<file path="config.mk">
export PLATFORM = sky130hd
export DESIGN_NAME = led_serial_capture
export DESIGN_NICKNAME = d
export VERILOG_FILES = /design/src/rtl/led_serial_capture.sv
export SDC_FILE = /design/constraint.sdc
export NUM_CORES = 1
export LEC_CHECK = 0
export CAP_MARGIN = 20
export CORE_MARGIN = 2
export CORE_UTILIZATION = 25
export CTS_CLUSTER_DIAMETER = 50
export DETAILED_ROUTE_END_ITERATION = 7
export GPL_TIMING_DRIVEN = 0
export PLACE_DENSITY = 0.45
export RECOVER_POWER = 100
export SLEW_MARGIN = 20
export SYNTH_ARGS = -nofsm -noshare
export SYNTH_HDL_FRONTEND = slang
export SYNTH_SLANG_ARGS = --single-unit
export TNS_END_PERCENT = 30
</file>
<file path="constraint.sdc">
create_clock -name clk -period 2 [get_ports clk]
set_input_delay 0.2 -clock clk [delete_from_list [all_inputs] [get_ports clk]]
set_output_delay 0.2 -clock clk [all_outputs]
set_load 0.02 [all_outputs]
</file>
<file path="src/rtl/led_serial_capture.sv">
// rtl/led_serial_capture.sv - oversampling receiver and capture bank for the LED serial output bus
module led_serial_capture #(
  parameter int LANES = 12,
  parameter int DEPTH = 16
) (
  input  logic             clk,
  input  logic             reset_n,
  input  logic             serial_clk,
  input  logic             latch_enable,
  input  logic             output_enable_n,
  input  logic [LANES-1:0] serial_data_out,
  input  logic [15:0]      row_select_n,
  input  logic [3:0]       cap_lane_addr,
  input  logic             err_clear,
  output logic [DEPTH-1:0] cap_data,
  output logic [3:0]       cap_row,
  output logic [4:0]       cap_bit_count,
  output logic             cap_strobe,
  output logic [15:0]      latch_count,
  output logic             row_error,
  output logic             length_error,
  output logic             blank_error
);

  localparam logic [4:0] DEPTH_CNT = 5'(DEPTH);
  localparam logic [4:0] LANES_LIM = 5'(LANES);

  logic             sclk_d;
  logic             le_d;
  // Held low through reset and for the first cycle after it, so a level that
  // is already high when reset releases is absorbed into sclk_d/le_d instead
  // of being seen as a rising edge.
  logic             armed;
  logic             shift_ev;
  logic             latch_ev;
  logic [DEPTH-1:0] sr      [LANES];
  logic [DEPTH-1:0] sr_next [LANES];
  logic [DEPTH-1:0] bank    [LANES];
  logic [4:0]       bit_cnt;
  logic [4:0]       cnt_next;
  logic [3:0]       addr_q;
  logic [3:0]       row_idx;
  logic [4:0]       zero_cnt;

  assign shift_ev = armed & serial_clk & ~sclk_d;
  assign latch_ev = armed & latch_enable & ~le_d;

  // Next shift-register and bit-count values; the latch path captures these so
  // a shift coinciding with a latch is included in the snapshot.
  always_comb begin
    for (int i = 0; i < LANES; i++) begin
      sr_next[i] = sr[i];
      if (shift_ev) begin
        sr_next[i]    = sr[i] << 1;
        sr_next[i][0] = serial_data_out[i];
      end
    end
    cnt_next = bit_cnt;
    if (shift_ev && bit_cnt != 5'd31) begin
      cnt_next = bit_cnt + 5'd1;
    end
  end

  // Row decode: count active-low bits and find the lowest-numbered one.
  always_comb begin
    zero_cnt = 5'd0;
    row_idx  = 4'd0;
    for (int j = 0; j < 16; j++) begin
      zero_cnt = zero_cnt + {4'd0, ~row_select_n[j]};
    end
    for (int j = 15; j >= 0; j--) begin
      if (!row_select_n[j]) begin
        row_idx = 4'(j);
      end
    end
  end

  // Previous-cycle levels for edge detection.
  always_ff @(posedge clk or negedge reset_n) begin
    if (!reset_n) begin
      sclk_d <= 1'b0;
      le_d   <= 1'b0;
      armed  <= 1'b0;
    end else begin
      sclk_d <= serial_clk;
      le_d   <= latch_enable;
      armed  <= 1'b1;
    end
  end

  // Per-lane shift registers and the saturating bit counter.
  always_ff @(posedge clk or negedge reset_n) begin
    if (!reset_n) begin
      for (int i = 0; i < LANES; i++) begin
        sr[i] <= '0;
      end
      bit_cnt <= 5'd0;
    end else begin
      for (int i = 0; i < LANES; i++) begin
        sr[i] <= sr_next[i];
      end
      bit_cnt <= latch_ev ? 5'd0 : cnt_next;
    end
  end

  // Capture bank, latch metadata and strobe.
  always_ff @(posedge clk or negedge reset_n) begin
    if (!reset_n) begin
      for (int i = 0; i < LANES; i++) begin
        bank[i] <= '0;
      end
      cap_bit_count <= 5'd0;
      cap_row       <= 4'd0;
      latch_count   <= 16'd0;
      cap_strobe    <= 1'b0;
    end else begin
      cap_strobe <= latch_ev;
      if (latch_ev) begin
        for (int i = 0; i < LANES; i++) begin
          bank[i] <= sr_next[i];
        end
        cap_bit_count <= cnt_next;
        cap_row       <= row_idx;
        latch_count   <= latch_count + 16'd1;
      end
    end
  end

  // Sticky protocol error flags; a new violation overrides a clear.
  always_ff @(posedge clk or negedge reset_n) begin
    if (!reset_n) begin
      row_error    <= 1'b0;
      length_error <= 1'b0;
      blank_error  <= 1'b0;
    end else begin
      row_error    <= (row_error & ~err_clear) | (latch_ev & (zero_cnt != 5'd1));
      length_error <= (length_error & ~err_clear) | (latch_ev & (cnt_next != DEPTH_CNT));
      blank_error  <= (blank_error & ~err_clear) | (latch_ev & ~output_enable_n);
    end
  end

  // Two-stage bank read: registered address, then registered data.
  always_ff @(posedge clk or negedge reset_n) begin
    if (!reset_n) begin
      addr_q   <= 4'd0;
      cap_data <= '0;
    end else begin
      addr_q   <= cap_lane_addr;
      cap_data <= ({1'b0, addr_q} < LANES_LIM) ? bank[addr_q] : '0;
    end
  end

endmodule

</file>
After elaboration in Yosys (flattened, before gate mapping)
Index checks and enable logic that the tools add are counted.

Register bits after elaboration: 441. Bits in latches: 0. Memory bits (writable): 0. ROM bits: 0. Bits of input ports: 38. Output and inout port bits: 45. Word-level logic and storage cells: 128. Memories: 0.

$add $sub $neg: 17. Multiply operators: 0. Divide/modulo/power cells: 0. Order comparisons: 2. Equality and inequality tests: 3. Shift-type cells: 0. Multiplexer cells: 34. Bitwise gates (word level): 34. Reductions and logical operators: 1.

Operators by type and width (number): $mux 16 (15); $bmux 16 s4 (1); $mux 4 (16); $add 5x1->5 (11); $not 1->1 (20); $add 16x1->16 const B (1); $and 1x1->1 (10); $mux 5 (2); $ne 5x5->1 const B (2); $add 4x1->5 (1); $add 5x1->5 const B (1); $ge 5x5->1 const B (1); $ne 5x1->1 const B (1); $not 4->5 (1); $add 3x1->4 (1); $lt 4x4->1 const B (1); $add 2x1->3 (1); $or 1x1->1 (3); $add 1x1->2 (1); $logic_and 1x1->1 (1).

Depth between registers and ports, before layout
Gate-level depths: netlist (run 1).

Depth in word-level cells: 19. Mapped depth: 13. Gate-level depth less buffers: 13.

Worst setup path before layout (run 1)
OpenSTA, ideal clock, no wires.

Path kind: input port to flip-flop. From: input row_select_n[0]. To: register row_error. Library setup time: 0.141 ns. Data arrival time: 3.201 ns. Data required time: 1.859 ns. Path slack: -1.341 ns. Stages: 12. Buffers on the path: 0. Cell sequence: inv_1 fa_1 inv_1 fa_1 fa_1 inv_1 fa_1 ha_1 fa_1 o21ai_0 and4b_1 o22ai_1.

Word-level cells in the longest chain between the ends: 19.

RTL lines: start: declaration (RTL line 12) `input logic [15:0] row_select_n,`; $not 1->1 (RTL line 69) `zero_cnt = zero_cnt + {4'd0, ~row_select_n[j]};`; $add 1x1->2 (RTL line 69); $add 2x1->3 (RTL line 69); $add 3x1->4 (RTL line 69); $add 4x1->5 (RTL line 69); $add 5x1->5 (11 in series) (RTL line 69); $ne 5x1->1 (RTL line 136) `row_error <= (row_error & ~err_clear) | (latch_ev & (zero_cnt != 5'd1));`; $and 1x1->1 (RTL line 136); $or 1x1->1 (RTL line 136); end signal: assignment (RTL line 136); end: declaration (RTL line 20) `output logic row_error,`.

Every way passes these cells. A chain may end at the register's enable or synchronous reset.

Worst setup path after layout (run 1)
From: input row_select_n[15]. To: register row_error.

Word-level cells in the longest chain between the ends: 5.

RTL lines (RTL line): $not 1->1 (69); $add 5x1->5 (69); $ne 5x1->1 (136); $and 1x1->1 (136); $or 1x1->1 (136).

Every way passes these cells.

==> out/results.ini, run 1 <==
[floorplan]
die_w_um = 274.9
die_h_um = 274.9
coreArea_sq_um = 72830
initial_utilization = 0.2519
num_rows = 99
top_level_ports = 83
die_area_sq_um = 75580

[synthesis]
synth_warnings = 0
synth.most_common_cell = nand2_1
ys_seq_elements = 441
syn_area_sq_um = 18350
synth_top_flop_cell = dfrtp_1
synth.area.top_cells = dfrtp_1 (60%), nand2_1 (12%), mux2_2 (12%), mux4_2 (5.9%), buf_6 (1.4%)
yosysSeqAreaShare = 0.6014
synth_edf_count = 0
synth.top_cell.area_share = 0.6014
yosys.area.top_type = dfrtp_1
synth_common_cells = nand2_1 (597), dfrtp_1 (441), mux2_2 (192)
async_flop_share = 1.000
ys_types = 45
syn_nets = 1595
avgSynthCellArea_sq_um = 11.92
netlist_instances = 1539

[finish]
drive_above_1_share = 0.2098
nNetsFinal = 1748
finalNonFillerCells = 2695
seq_area_sq_um = 11040
nFillCells = 7439
area_delta_synth_final_pct = 22.39
final_util = 0.3084
multiInputGateArea_sq_um = 6775

[timing]
fmax_mhz = 338.9
finalSetupViolations = 182
setup_ws_ns = -0.9510
skew_ns = 0.02968
rsz0062_at_grt = true
relSlewSlack = 0.2121
timing_hold_violations_final = 0
worst_pin_slew_ns = 1.182
tns_ns = -15.80
slew_violations = 0
timing.final.crit_share = 1.475
fin_crit_ns = 2.951

[worst_setup_path]
critPathTopFamily = adder cells
crit_path_end_kind = flip-flop
path_buf_inv = 4
cpPeakStageDelay_ns = 0.56
worstPathCellList = buf_8 -> inv_4 -> fa_1 -> fa_1 -> inv_2 -> fa_1 -> inv_1 -> fa_1 -> ha_2 -> fa_2 -> and4b_1 -> o22ai_1
start_kind = primary input
crit_arrival_ns = 3.48
setup.worst_path.class = primary input to flip-flop
required_ns = 2.52
cp_max_fo = 4
cpMostUsedCell = fa_1
crit_slowest_cell = fa_2

[pwr]
ir_drop_v = 0.0006208
power.total_mw = 25.62
powerDensity_nw_per_um2 = 1141
p_leak_nw = 11.11

[global_routing]
grt_first_pass_wirelength_mm = 72.01
grt-ovfl-total = 0
antenna_found_initial = 3
grt_pass1_vias = 12056
grt_start_max_net_pins = 98
grt_usage = 0.1239

[clock_network]
cts_buffer_depth = 3
numCtsBuffers = 55
clkLatencyLatePin_ns = 0.61
clkSinkCount = 441
h-tree-depth = 2
cts_tree = built
root_buffer = clkbuf_16
clkTransAtPathRegs_ns = 0.06

[detailed_routing]
drt_iter0_drc = 569
drt_pass1_iterations = 4
post-route-drc-count = 0
wl_mm = 45.60
vias_per_cell = 4.194
via_count = 11302
wire_per_inst_um = 16.92
antenna_left = 0

[place]
dpl.cell_count = 2584
port_buffers = 82
dp_hpwl_mm = 32.54
gp_congestion = 0.8016

[hold_path]
min_path_type = primary input to flip-flop

[status]
violations = negative setup slack
outcome = finished, violations left

[flow_run]
cap_viol_max_count = 0

-- where the power goes --
| part | switching (mW) | internal, mW | leakage [nW] | total [mW] |
|---|---|---|---|---|
| clock | 4.02 | 5.72 | 0.869 | 9.74 |
| combinational | 2.13 | 1.93 | 4.36 | 4.06 |
| sequential | 1.08 | 10.7 | 5.88 | 11.8 |
-- kinds of logic (layout without fill, tap and decap cells) --
logic type / after synthesis / count (layout) / synth area share
AOI/OAI and AO/OA: 40 / 40 / 0.01343
xor gates and xnor gates: 18 / 18 / 0.008591
adders and majority gates: 18 / 18 / 0.01636
buffers and inverters: 123 / 319 / 0.03614
DFF: 441 / 441 / 0.6014
muxes: 258 / 258 / 0.1866
other: 1 / 2 / 0.0002044
and+or+nand+nor: 640 / 640 / 0.1373
-- worst register-to-register path, stage by stage, from the launching register on --
cell	delay [ns]
dfrtp_1	0.37
nand3b_1	0.27
inv_1	0.35
clkbuf_2	0.40
buf_1	0.46
nand2_1	0.12
nand2_1	0.08
-- repair_timing --
action,CTS,global route
endpoints found under the hold margin,83,0
setup buffers,3,1
pin swaps,9,4
gates resized for setup,84,11
setup endpoints to repair,146,71
hold buffers,6,0
gates cloned,0,0
-- area by class of cell --
class | count | area share
antenna | 1 | 0.0001114
buffer | 83 | 0.02384
clock buffer | 69 | 0.06635
clock inverter | 31 | 0.01331
inverter | 40 | 0.006797
multi-input combinational | 975 | 0.3017
sequential | 441 | 0.4914
tap | 959 | 0.05343
timing repair buffer | 96 | 0.04306
-- registers in the layout, indices dropped and copies added (netlist names) --
signal / flops
addr_q: 4
le_d: 1
blank_error: 1
cap_strobe: 1
sr: 192
latch_count: 16
cap_bit_count: 5
cap_data: 16
row_error: 1
length_error: 1
armed: 1
bank: 192
cap_row: 4
bit_cnt: 5
sclk_d: 1
-- metrics by stage --
step | hold slack [ns] | worst slack, ns | cell area [sq um]
finish | 0.01705 | -0.9510 | 22460
global route | 0.03580 | -1.033 | 22460
floorplan | -0.09559 | -1.322 | 18350
global placement | 0.4524 | -19.21 | 20370
CTS | 0.0005103 | -0.9934 | 22520
detailed placement | 0.2568 | -2.061 | 20490
-- per-layer routing --
| metal | up-vias | wire length, um | track usage |
|---|---|---|---|
| li1 | 5401 | - | - |
| met1 | 5685 | 21520 | 0.1706 |
| met2 | 145 | 21170 | 0.1966 |
| met3 | 71 | 1583 | 0.02138 |
| met4 | 0 | 1322 | 0.04381 |
| met5 | - | 0 | 0 |
-- path summary, 6_finish.rpt --
check | start | end | slack [ns] | cells after the start
setup / recovery | row_select_n[15] | row_error$_DFF_PN0_ | -0.95 | 12
hold / removal | row_select_n[11] | cap_row[3]$_DFFE_PN0P_ | 0.02 | 4
setup reg to reg | le_d$_DFF_PN0_ | bank[139]$_DFFE_PN0P_ | -0.12 | 6
hold reg to reg | latch_count[15]$_DFFE_PN0P_ | latch_count[15]$_DFFE_PN0P_ | 0.47 | 1
max in group asynchronous | reset_n | sr[184]$_DFF_PN0_ | -0.15 | 4
min in group asynchronous | reset_n | sr[113]$_DFF_PN0_ | 0.39 | 2
-- cell usage in the layout, fill, tap and decap left out, types with 5 or more instances in the layout --
cell type,n
dlygate4sd3_1,50
xor2_1,6
inv_1,32
buf_4,5
clkbuf_1,36
o22ai_1,14
o21ai_0,7
mux2i_1,8
inv_2,7
nor2_1,10
nand3_1,6
clkbuf_16,56
mux2i_4,9
a21oi_1,5
mux2_2,130
dfrtp_1,440
mux4_2,48
clkinv_2,12
buf_6,24
clkbuf_2,12
clkinvlp_4,7
nand2_1,597
mux2_1,62
ha_1,7
buf_2,17
fa_1,9
xnor2_1,12
buf_1,6
clkdlybuf4s50_1,28
nand4_1,7
Note: power is estimated with default switching activity, not from simulation.
==> run 2, diff against run 1 <==
--- a/config.mk
+++ b/config.mk
@@ -10,6 +10,7 @@
 export CORE_UTILIZATION = 25
 export CTS_CLUSTER_DIAMETER = 50
 export DETAILED_ROUTE_END_ITERATION = 7
+export GPL_ROUTABILITY_DRIVEN = 0
 export GPL_TIMING_DRIVEN = 0
 export PLACE_DENSITY = 0.45
 export RECOVER_POWER = 100
==> results of run 2 <==
Final layout, timing and power as in run 1 (identical DEF).
